### config.mk
export PLATFORM = sky130hd
export DESIGN_NAME = hall_pattern_generator_flat
export DESIGN_NICKNAME = d
export VERILOG_FILES = /design/src/rtl/hall_pattern_generator_if.sv /design/src/rtl/hall_pattern_generator.sv /design/src/flat_wrapper.sv
export SDC_FILE = /design/constraint.sdc
export NUM_CORES = 1
export LEC_CHECK = 0
export CORE_ASPECT_RATIO = 0.8
export CORE_MARGIN = 2
export CORE_UTILIZATION = 55
export DETAILED_ROUTE_END_ITERATION = 8
export PLACE_DENSITY = 0.78
export SYNTH_ARGS = -nofsm -noshare
export SYNTH_HDL_FRONTEND = slang
export SYNTH_SLANG_ARGS = --single-unit
### constraint.sdc
create_clock -name clock -period 4.2 [get_ports clock]
set_clock_uncertainty 0.15 [all_clocks]
set_input_delay 0.84 -clock clock [delete_from_list [all_inputs] [get_ports clock]]
set_output_delay 0.84 -clock clock [all_outputs]
set_load 0.005 [all_outputs]
### src/rtl/hall_pattern_generator_if.sv
// Command/status bundle for the hall pattern generator.
//   master : drives enable, direction, period_in, period_load;
//            observes hall, step_index, step_pulse, rev_pulse.
//   slave  : the generator side of the same signals.
interface hall_pattern_generator_if #(
  parameter int PERIOD_W = 11
);
  logic                enable;
  logic                direction;
  logic [PERIOD_W-1:0] period_in;
  logic                period_load;
  logic [2:0]          hall;
  logic [2:0]          step_index;
  logic                step_pulse;
  logic                rev_pulse;

  modport master (
    output enable, direction, period_in, period_load,
    input  hall, step_index, step_pulse, rev_pulse
  );

  modport slave (
    input  enable, direction, period_in, period_load,
    output hall, step_index, step_pulse, rev_pulse
  );
endinterface

### src/rtl/hall_pattern_generator.sv
// Hall-sensor emulator: steps through the 6-step 120-degree commutation
// code (101,100,110,010,011,001) at a commanded period measured in
// PRESCALE-clock ticks, forward or reverse.
// Ports:
//   clock  : system clock, rising edge
//   reset  : asynchronous, active-low
//   bus    : slave side of hall_pattern_generator_if
//            (enable, direction, period_in, period_load in;
//             hall, step_index, step_pulse, rev_pulse out)
module hall_pattern_generator #(
  parameter int PERIOD_W   = 11,
  parameter int PRESCALE   = 435,
  parameter int MIN_PERIOD = 2
) (
  input  logic                     clock,
  input  logic                     reset,
  hall_pattern_generator_if.slave  bus
);

  localparam int                  PS_W    = (PRESCALE > 1) ? $clog2(PRESCALE) : 1;
  localparam logic [PS_W-1:0]     PS_LAST = PS_W'(PRESCALE - 1);
  localparam logic [PS_W-1:0]     PS_ZERO = PS_W'(0);
  localparam logic [PS_W-1:0]     PS_ONE  = PS_W'(1);
  localparam logic [PERIOD_W-1:0] P_ZERO  = PERIOD_W'(0);
  localparam logic [PERIOD_W-1:0] P_ONE   = PERIOD_W'(1);
  localparam logic [PERIOD_W-1:0] P_MIN   = PERIOD_W'(MIN_PERIOD);

  // Zero means stop; very short non-zero periods are raised to the minimum.
  function automatic logic [PERIOD_W-1:0] clamp_period(input logic [PERIOD_W-1:0] p);
    logic [PERIOD_W-1:0] r;
    if (p == P_ZERO) begin
      r = P_ZERO;
    end else if (p < P_MIN) begin
      r = P_MIN;
    end else begin
      r = p;
    end
    return r;
  endfunction

  // Index-to-code table; out-of-range indices map to a legal code.
  function automatic logic [2:0] hall_decode(input logic [2:0] idx);
    logic [2:0] code;
    case (idx)
      3'd0:    code = 3'b101;
      3'd1:    code = 3'b100;
      3'd2:    code = 3'b110;
      3'd3:    code = 3'b010;
      3'd4:    code = 3'b011;
      3'd5:    code = 3'b001;
      default: code = 3'b101;
    endcase
    return code;
  endfunction

  logic [PS_W-1:0]     prescale_r;
  logic [PERIOD_W-1:0] count_r;
  logic [PERIOD_W-1:0] active_period_r;
  logic [PERIOD_W-1:0] pending_period_r;
  logic [2:0]          step_index_r;
  logic [2:0]          hall_r;
  logic                step_pulse_r;
  logic                rev_pulse_r;

  logic                counting_s;
  logic                tick_s;
  logic                step_s;
  logic                wrap_s;
  logic [2:0]          next_index_s;
  logic [PERIOD_W-1:0] load_clamp_s;

  // Tick/step detection and next index in the sampled direction.
  always_comb begin
    counting_s   = bus.enable && (active_period_r != P_ZERO);
    tick_s       = counting_s && (prescale_r == PS_LAST);
    step_s       = tick_s && (count_r == (active_period_r - P_ONE));
    load_clamp_s = clamp_period(bus.period_in);
    if (bus.direction) begin
      wrap_s       = (step_index_r == 3'd5);
      next_index_s = wrap_s ? 3'd0 : (step_index_r + 3'd1);
    end else begin
      wrap_s       = (step_index_r == 3'd0);
      next_index_s = wrap_s ? 3'd5 : (step_index_r - 3'd1);
    end
  end

  // Prescaler, tick counter, period registers and registered outputs.
  always_ff @(posedge clock or negedge reset) begin
    if (!reset) begin
      prescale_r       <= PS_ZERO;
      count_r          <= P_ZERO;
      active_period_r  <= P_ZERO;
      pending_period_r <= P_ZERO;
      step_index_r     <= 3'd0;
      hall_r           <= 3'b101;
      step_pulse_r     <= 1'b0;
      rev_pulse_r      <= 1'b0;
    end else begin
      step_pulse_r <= step_s;
      rev_pulse_r  <= step_s && wrap_s;
      if (step_s) begin
        step_index_r <= next_index_s;
        hall_r       <= hall_decode(next_index_s);
        prescale_r   <= PS_ZERO;
        count_r      <= P_ZERO;
        // A load landing on the step cycle takes effect for the very next step.
        if (bus.period_load) begin
          active_period_r  <= load_clamp_s;
          pending_period_r <= load_clamp_s;
        end else begin
          active_period_r  <= pending_period_r;
        end
      end else if (bus.period_load && (active_period_r == P_ZERO)) begin
        // Starting from stop: restart timing from the load cycle.
        if (load_clamp_s != P_ZERO) begin
          active_period_r  <= load_clamp_s;
          pending_period_r <= load_clamp_s;
          prescale_r       <= PS_ZERO;
          count_r          <= P_ZERO;
        end else begin
          pending_period_r <= P_ZERO;
        end
      end else begin
        // While running, a new period waits for the current step to finish.
        if (bus.period_load) begin
          pending_period_r <= load_clamp_s;
        end else begin
          pending_period_r <= pending_period_r;
        end
        if (tick_s) begin
          prescale_r <= PS_ZERO;
          count_r    <= count_r + P_ONE;
        end else if (counting_s) begin
          prescale_r <= prescale_r + PS_ONE;
        end else begin
          prescale_r <= prescale_r;
        end
      end
    end
  end

  assign bus.hall       = hall_r;
  assign bus.step_index = step_index_r;
  assign bus.step_pulse = step_pulse_r;
  assign bus.rev_pulse  = rev_pulse_r;

endmodule

### src/flat_wrapper.sv
// flat-port wrapper written by rule: the top's interface ports become plain ports
module hall_pattern_generator_flat 
#(
  parameter int PERIOD_W   = 11,
  parameter int PRESCALE   = 435,
  parameter int MIN_PERIOD = 2
)
  (clock, reset, bus_enable, bus_direction, bus_period_in, bus_period_load, bus_hall, bus_step_index, bus_step_pulse, bus_rev_pulse);
  hall_pattern_generator_if #(.PERIOD_W(PERIOD_W)) bus_i ();
  input  logic clock;
  input  logic reset;
  input wire logic [$bits(bus_i.enable)-1:0] bus_enable;
  input wire logic [$bits(bus_i.direction)-1:0] bus_direction;
  input wire logic [$bits(bus_i.period_in)-1:0] bus_period_in;
  input wire logic [$bits(bus_i.period_load)-1:0] bus_period_load;
  output wire logic [$bits(bus_i.hall)-1:0] bus_hall;
  output wire logic [$bits(bus_i.step_index)-1:0] bus_step_index;
  output wire logic [$bits(bus_i.step_pulse)-1:0] bus_step_pulse;
  output wire logic [$bits(bus_i.rev_pulse)-1:0] bus_rev_pulse;
  assign bus_i.enable = bus_enable;
  assign bus_i.direction = bus_direction;
  assign bus_i.period_in = bus_period_in;
  assign bus_i.period_load = bus_period_load;
  assign bus_hall = bus_i.hall;
  assign bus_step_index = bus_i.step_index;
  assign bus_step_pulse = bus_i.step_pulse;
  assign bus_rev_pulse = bus_i.rev_pulse;
  hall_pattern_generator #(.PERIOD_W(PERIOD_W), .PRESCALE(PRESCALE), .MIN_PERIOD(MIN_PERIOD)) u_core (.clock(clock), .reset(reset), .bus(bus_i));
endmodule
* Word-level counts from Yosys, hierarchy flattened *
Cells that the tools add are included.

cells by class
  $add $sub $neg = 5
  $lt $le $gt $ge = 1
  equality and inequality tests = 9
  mux-type cells = 23
  reduce and logical (&&, ||, !) cells = 17

operators by type and width
  cell                                                  count
  2-to-1 mux 11 bit                                     13
  2-to-1 mux 9 bit                                      5
  logical NOT 11 bit                                    2
  nonzero test 11 bit                                   2
  case mux 3 bit (5 select lines)                       1
  adder 11 x 1 -> 11 bit (second input constant)        1
  equality test 11 bit                                  1
  < comparator 11 x 2 -> 1 bit (second input constant)  1
  subtractor 11 x 1 -> 11 bit (second input constant)   1
  adder 9 x 1 -> 9 bit (second input constant)          1
  equality test 3 bit (second input constant)           3
  equality test 9 bit (second input constant)           1
  2-to-1 mux 3 bit                                      3
  equality test 3 x 2 -> 1 bit (second input constant)  2
  AND reduction 2 bit                                   3
  logical AND 1 bit                                     5
  nonzero test 2 bit                                    2
  nonzero test 4 bit                                    1
  adder 3 x 1 -> 3 bit (second input constant)          1
  equality test 3 x 1 -> 1 bit (second input constant)  1
  logical NOT 3 bit                                     1
  != test 3 x 2 -> 1 bit (second input constant)        1
  nonzero test 3 bit                                    1
  subtractor 3 x 1 -> 3 bit (second input constant)     1
  2-to-1 mux 1 bit                                      1

storage, ports and cells
  flip-flop bits (word level) = 50
  input port bits = 16
  output and inout port bits = 8
  word-level logic and storage cells = 63

* Logic depth before layout (Yosys ltp) *
Gate-level depths: netlist of run 1.

  depth in word-level cells = 7
  gate-level depth with buffers = 11

* Least setup slack after synthesis of run 1 *
Ideal clock, no wire load.

  kind = flip-flop to flip-flop
  start point = register u_core.active_period_r[0]
  end point = register u_core.active_period_r[10]
  library setup time = 119 ps
  data arrival time = 2906 ps
  data required time = 3931 ps
  path slack = 1025 ps
  stages on the path, launching flop included = 12
  buffers on the path = 2
  path through = dfrtp_1 -> clkbuf_1 -> inv_1 -> ha_1 -> or3b_2 -> or4_4 -> a22oi_1 -> o211ai_1 -> nor3_4 -> buf_6 -> mux2i_1 -> nand2_1

between the ends
  word-level cells in the longest chain between the ends = 6

ends and longest elaborated chain
  item                                                                                 line                           source
  start: declaration                                                                   hall_pattern_generator.sv:58   logic [PERIOD_W-1:0] active_period_r;
  start signal: assignment                                                             hall_pattern_generator.sv:108  active_period_r <= load_clamp_s;
  start signal: assignment                                                             hall_pattern_generator.sv:111  active_period_r <= pending_period_r;
  start signal: assignment                                                             hall_pattern_generator.sv:116  active_period_r <= load_clamp_s;
  parallel branches: the longest is 6 deep, another holds subtractor 11 x 1 -> 11 bit  -

Several ways; the timed one is not identified.
A chain may end at the register's enable or synchronous reset.

* Worst setup path after layout of run 1 *
  start point = register u_core.active_period_r[0]
  end point = register u_core.count_r[5]

between the ends
  word-level cells in the longest chain between the ends = 6

ends and longest elaborated chain
  item                                                                                 line                           source
  parallel branches: the longest is 6 deep, another holds subtractor 11 x 1 -> 11 bit  -
  end signal: assignment                                                               hall_pattern_generator.sv:132  count_r <= count_r + P_ONE;
  end: declaration                                                                     hall_pattern_generator.sv:57   logic [PERIOD_W-1:0] count_r;

Several ways; the timed one is not identified.

==> results of run 1 <==
==> stage by stage <==
| step | hold WS, ns | util | worst slack, ns |
|---|---|---|---|
| finish | 0.353 | 0.625 | 0.711 |
| CTS | 0.355 | 0.625 | 0.744 |
| detailed placement | 0.338 | 0.607 | 0.775 |
| global route | 0.375 | 0.625 | 0.495 |
| global placement | 0.326 | 0.607 | 0.862 |
| floorplan | 0.319 | - | 1.02 |
==> registers in the layout, summed over array words and instances, names as in the netlist <==
register / flops
u_core.active_period_r: 11
u_core.count_r: 11
u_core.pending_period_r: 11
u_core.prescale_r: 9
u_core.bus.hall: 3
u_core.bus.step_index: 3
u_core.bus.rev_pulse: 1
u_core.bus.step_pulse: 1
==> kinds of logic after synthesis <==
kind of cell,count (synthesis),share of synthesized area
AOI/OAI and AO/OA,63,0.145
xor gates and xnor gates,25,0.0730
and+or+nand+nor,138,0.237
DFF,50,0.418
muxes,16,0.0576
adders and majority gates,6,0.0250
buffers and inverters,28,0.0446
==> cells in the mapped netlist, types with 3 or more instances <==
cell type and n:
mux2i_1 6, o211ai_1 3, nand3_1 18, o21ai_0 16, nand4b_1 3, nand4_1 6
a22oi_1 3, nor2_1 25, buf_6 3, clkbuf_1 8, or3_1 3, and3_1 9
inv_1 12, dfrtp_1 48, nand2_1 40, xor2_1 11, or4_1 3, xnor2_1 14
a21oi_1 8, mux2_2 10, nor3_1 12, o31ai_1 4, buf_2 5, ha_1 6
a21o_1 7, nor4_1 5
==> worst min-delay path by stage <==
stage | startpoint | end | cells after the start
2_1_floorplan | u_core.bus.hall[2]$_DFFE_PN1N_ | u_core.bus.hall[2]$_DFFE_PN1N_ | 2
3_3_place_gp | u_core.bus.hall[2]$_DFFE_PN1N_ | u_core.bus.hall[2]$_DFFE_PN1N_ | 2
3_5_place_dp | u_core.pending_period_r[5]$_DFF_PN0_ | u_core.pending_period_r[5]$_DFF_PN0_ | 1
4_1_cts | u_core.bus.hall[2]$_DFFE_PN1N_ | u_core.bus.hall[2]$_DFFE_PN1N_ | 2
5_1_grt | u_core.bus.hall[2]$_DFFE_PN1N_ | u_core.bus.hall[2]$_DFFE_PN1N_ | 2
6_report | u_core.bus.hall[2]$_DFFE_PN1N_ | u_core.bus.hall[2]$_DFFE_PN1N_ | 2
==> cell type report <==
cell class	count	area (um2)	area share
Multi-Input combinational cell	248	1610	0.482
Clock inverter	2	12.5	0.00374
Sequential cell	50	1250	0.375
Tap cell	65	81.3	0.0243
Timing Repair Buffer	27	255	0.0764
Clock buffer	6	82.6	0.0247
Inverter	12	45.0	0.0135
==> tightest hold or removal path: stages (launching register included) <==
cell and delay [ns]:
dfstp_2 0.38, inv_1 0.05, o21ai_0 0.08
==> cell usage in the layout, fill, tap and decap left out, types with 2 or more instances in the layout <==
master and count:
mux2i_1 6, and3_1 9, or4_1 3, nor4_1 5, xor2_1 11, a211oi_1 2
xnor2_1 14, or2_2 2, a21oi_1 8, mux2_2 10, o31ai_1 4, a31o_2 2
o21bai_1 2, a21o_1 7, nand4b_1 3, inv_1 12, dfstp_2 2, or3_1 3
buf_4 4, nand2_1 40, nor3_1 12, nor2_1 25, ha_1 6, o21ai_0 16
o211ai_1 3, nand3_1 18, a22oi_1 3, clkbuf_8 6, clkdlybuf4s50_1 22, dfrtp_1 48
nand4_1 6, a221oi_1 2
==> per-layer routing <==
layer | routed length (um) | global-route usage | vias to the layer above
met4 | 60 | 0.0486 | 0
li1 | - | - | 1208
met2 | 3050 | 0.345 | 82
met5 | 0 | 0 | -
met3 | 432 | 0.0508 | 8
met1 | 3410 | 0.378 | 1214
==> power groups by stage <==
stage               Sequential [W]  Clock [W]  Combinational, W
global route              0.000552   0.000320          0.000113
global placement          0.000554          0         0.0000959
finish                    0.000549   0.000300         0.0000966
detailed placement        0.000557          0         0.0000972
floorplan                 0.000548          0         0.0000581
CTS                       0.000548   0.000301         0.0000984
==> results.cfg, run 1 <==
[route]
drc = 0
drt_pass1_iterations = 5
drtAntennaViolNets = 0
drt-wirelength-per-cell_um = 17.0
drt_iter0_markers = 182
via_count = 2512
routed_via_density = 6.13
totalWireLength_um = 6950

[critical_path]
arrival_ns = 3.54
crit_family = compound AO/OA/AOI/OAI gates
r2r-start = u_core.active_period_r[0]$_DFFE_PN0P_
criticalPathCategory = register to register
required_ns = 4.25
cp-end-kind = register
reg2reg_slack_ns = 0.71
slowest_delay_ns = 0.61
crit_buf_inv = 1
worst-path-stages = 9
crit_path_max_fanout = 7
worstSetupStartpointType = register
path_common_cell = o21ai_0
worstReg2RegEnd = u_core.count_r[5]$_DFFE_PN0P_
endpoint = u_core.count_r[5]$_DFFE_PN0P_
crit_slowest_cell = o21ai_0
crit_start = u_core.active_period_r[0]$_DFFE_PN0P_
path_cells = inv_1 > ha_1 > or3b_2 > or4_4 > a22oi_1 > o211ai_1 > o21ai_0 > o21ai_0 > a21o_1
ff2ff_path_depth = 9

[cts]
clockBufferDepth = 2
clockRootBuffer = clkbuf_8
h-tree-depth = 2
cts_tree = built
cts_setup_buffers = 0
cts_hold_buffers = 0
clkLatencyLatePin_ns = 0.31
clock-sinks = 50
clkTransAtPathRegs_ns = 0.10
cts.repair.resized = 0
cts_buffers = 5

[place]
portBuffers = 23
place_area_um2 = 3250
gp_congestion = 0.950
dp_hpwl_um = 4960
place_inst = 402

[power]
p_total_w = 0.000946
p_seq_frac = 0.580
p_sw_frac = 0.266
p_leak_nw = 1.52
p_per_area_nw_per_um2 = 283
combPwrFrac = 0.102
p_int_w = 0.000694
peakVddDrop_mv = 0.198
p_clk_frac = 0.318
p_sw_w = 0.000252

[min_path]
hold_class = register to register

[flow_run]
max_cap_violations = 0

[timing]
min_period_over_period = 0.831
final_max_slew_viol_count = 0
hold_viol_final = 0
grt_setup_unrepaired = false
fmax_mhz = 287
tns_ns = 0
min_period_ns = 3.49
tightest_slew_ns = 0.701
max_slew_margin = 0.528
setup_violations = 0

[die]
start_util = 0.561
ioPinCount = 24
floorplan.die_area_um2 = 6060
fp.dieW_um = 86.6
core_um2 = 5350
die_y_um = 70.1
num_rows = 24

[yosys]
syn_avg_cell_area_um2 = 9.20
synth-seq-area-share = 0.418
syn_inst = 326
ys_ff_latch = 50
ys_warn_count = 0
synth.distinct_cells = 58
synth_top_area_cell = dfrtp_1
syn_area_um2 = 3000
synth_ff_type = dfrtp_1
synth_edf_count = 0
synth_top_area_share = 0.401
synth_nets = 348
yosys-top-cells-area = dfrtp_1 (40%), nand2_1 (5.0%), xnor2_1 (4.1%)
synthArstFlopShare = 1.00

[outcome]
status = completed

[grt]
grt_overflow = 0
antenna_found_initial = 0
grt_use_total = 0.242
grt_start_max_net_pins = 51
grt_pass1_vias = 2350
grt_pass1_wl_um = 11600

[cells_and_area]
drive_gt1_frac = 0.101
fin_nets = 366
finish.instance_area_um2 = 3340
final_cells = 410
fill_cells = 469
syn_to_final_growth_pct = 11.4
n_antenna_cell = 0
(Power assumes the default switching activity.)
==> run 2, diff against run 1 <==
--- a/config.mk
+++ b/config.mk
@@ -7,9 +7,9 @@
 export LEC_CHECK = 0
 export CORE_ASPECT_RATIO = 0.8
 export CORE_MARGIN = 2
-export CORE_UTILIZATION = 55
+export CORE_UTILIZATION = 53
 export DETAILED_ROUTE_END_ITERATION = 8
-export PLACE_DENSITY = 0.78
+export PLACE_DENSITY = 0.79
 export SYNTH_ARGS = -nofsm -noshare
 export SYNTH_HDL_FRONTEND = slang
 export SYNTH_SLANG_ARGS = --single-unit
==> constraint.sdc (replaced) <==
create_clock -name clock -period 2.85 [get_ports clock]
set_clock_uncertainty 0.15 [all_clocks]
set_input_delay 0.57 -clock clock [delete_from_list [all_inputs] [get_ports clock]]
set_output_delay 0.57 -clock clock [all_outputs]
set_load 0.005 [all_outputs]
==> run 2 against run 1 <==
Critical path depth did not move. Flip-flop and latch count did not move. Via count rose by 9.7%. The run now ends with setup timing left. Global-route usage rose by 1.7 points. Clock power rose by 45%. Non-clock buffer count rose by 36. Design area rose by 12%. Final cell count rose by 12%. Sequential share of layout area fell by 4.1 points. Register-to-register slack got worse by 0.83 ns.
==> results.cfg, run 2 (synthesis gave the netlist of run 1 again) <==
[cts]
clock-sinks = 50
cts_tree = built
cts_hold_buffers = 0
clkTransAtPathRegs_ns = 0.09
clockRootBuffer = clkbuf_8
clkLatencyLatePin_ns = 0.31
h-tree-depth = 2
cts_buffers = 5
clockBufferDepth = 2

[route]
routed_via_density = 6.00
drt_iter0_markers = 372
drc = 0
drt_pass1_iterations = 6
totalWireLength_um = 7710
drtAntennaViolNets = 0
via_count = 2755
drt-wirelength-per-cell_um = 16.8

[critical_path]
reg2reg_slack_ns = -0.12
cp-end-kind = register
slowest_delay_ns = 0.51
worstSetupStartpointType = register
crit_slowest_cell = or4_4
required_ns = 2.90
criticalPathCategory = register to register
arrival_ns = 3.02
path_cells = inv_4 > ha_4 > or3b_4 > or4_4 > a22oi_2 > o211ai_1 > nor3_4 > buf_12 > mux2_4
crit_path_max_fanout = 6

[cells_and_area]
drive_gt1_frac = 0.236
fin_nets = 402
syn_to_final_growth_pct = 25.2
n_antenna_cell = 0
top_regs = u_core.active_period_r x11, u_core.count_r x11, u_core.pending_period_r x11
finish.instance_area_um2 = 3750
final_cell_mix = dfrtp_1 (48), nand2_1 (40), buf_4 (35)
final_common_cell = dfrtp_1

[power]
p_clk_frac = 0.313
peakVddDrop_mv = 0.324
p_leak_nw = 1.72
p_per_area_nw_per_um2 = 372
p_sw_w = 0.000367
p_int_w = 0.00103
combPwrFrac = 0.108
p_seq_frac = 0.579
p_sw_frac = 0.263

[die]
ioPinCount = 24
floorplan.die_area_um2 = 6280
start_util = 0.549
core_um2 = 5470
die_y_um = 71.3
num_rows = 24
fp.dieW_um = 88.1

[grt]
grt_use_total = 0.259
grt_overflow = 0
grt_start_max_net_pins = 30
antenna_found_initial = 0
grt_pass1_wl_um = 12500
grt_pass1_vias = 2540

[min_path]
hold_class = input pin to asynchronous set/reset pin

[timing]
fmax_mhz = 337
max_slew_margin = 0.567
hold_viol_final = 0
setup_violations = 21
timing.final.ws_setup_ns = -0.116
min_period_ns = 2.97
grt_setup_unrepaired = true
tightest_slew_ns = 0.649
whs_ns = 0.125
final_max_slew_viol_count = 0
min_period_over_period = 1.04

[place]
portBuffers = 23
place_area_um2 = 3500
gp_congestion = 0.932
dp_hpwl_um = 5430

[flow_run]
max_cap_violations = 0

[outcome]
status = finished with violations
failed_checks = setup timing
[run 2: changes by cell type in the layout (fill, tap and decap cells not counted), sizes merged]
cell and delta:
clkinvlp -1, buf +36, clkbuf +1
[run 2: area by class of cell]
| cell class | count | area, um2 |
|---|---|---|
| Sequential cell | 50 | 1250 |
| Fill cell | 431 | 1710 |
| Inverter | 12 | 47.5 |
| Tap cell | 78 | 97.6 |
| Timing Repair Buffer | 63 | 553 |
| Clock inverter | 1 | 5.00 |
| Clock buffer | 7 | 86.3 |
| Multi-Input combinational cell | 248 | 1710 |
[run 2: what timing repair did]
| action | in CTS | in global routing |
|---|---|---|
| buffers inserted | 5 | 3 |
| endpoints found under the setup margin | 22 | 28 |
| gates cloned | 2 | 0 |
| pin swaps | 4 | 11 |
| gates resized for setup | 12 | 16 |
[run 2: metal layers]
metal	GRT usage	wire length, um	part of all wire	up-vias
met1	0.395	3630	0.47	1333
met2	0.373	3310	0.43	120
li1	-	-	-	1279
met5	0	0	0	-
met4	0.0808	170	0.022	0
met3	0.0530	598	0.078	23
[run 2: final timing paths]
kind                                                             from                               endpoint  cells past startpoint
min in group clock                     u_core.bus.hall[2]$_DFFE_PN1N_         u_core.bus.hall[2]$_DFFE_PN1N_                      2
worst min-delay path                                            reset          u_core.count_r[0]$_DFFE_PN0P_                      1
max in group asynchronous                                       reset  u_core.active_period_r[7]$_DFFE_PN0P_                      2
worst min register to register         u_core.bus.hall[2]$_DFFE_PN1N_         u_core.bus.hall[2]$_DFFE_PN1N_                      2
worst max-delay path            u_core.active_period_r[0]$_DFFE_PN0P_         u_core.bus.hall[1]$_DFFE_PN0N_                      9
worst max register to register  u_core.active_period_r[0]$_DFFE_PN0P_         u_core.bus.hall[1]$_DFFE_PN0N_                      9
[run 2: through the flow]
stage / util / std cells / worst slack (ns) / TNS (ns) / total power, W
6_report: 0.687 / 459 / -0.116 / -1.12 / 0.00139
5_1_grt: 0.687 / 459 / -0.165 / -2.34 / 0.00146
4_1_cts: 0.682 / 458 / -0.0702 / -0.428 / 0.00140
3_5_place_dp: 0.641 / 443 / -0.0979 / -0.500 / 0.000971
3_3_place_gp: 0.641 / 443 / -0.0450 / -0.0623 / 0.000962
2_1_floorplan: - / 326 / -0.0772 / -0.487 / 0.000893
[run 2: critical path: cells and delay by family (launching register included)]
family | cells | cell delay [ns]
buffers and inverters | 2 | 0.24
AND/OR/NAND/NOR | 3 | 1.22
flip-flops | 1 | 0.42
multiplexers | 1 | 0.29
AO/OA/AOI/OAI | 2 | 0.39
adder cells (fa/ha/maj) | 1 | 0.12
[run 2: power groups by stage]
stage / clock network [W] / registers (W) / logic (W)
floorplan: 0 / 0.000808 / 0.0000856
global placement: 0 / 0.000817 / 0.000145
detailed placement: 0 / 0.000820 / 0.000151
CTS: 0.000439 / 0.000806 / 0.000152
global route: 0.000467 / 0.000816 / 0.000174
finish: 0.000436 / 0.000808 / 0.000150
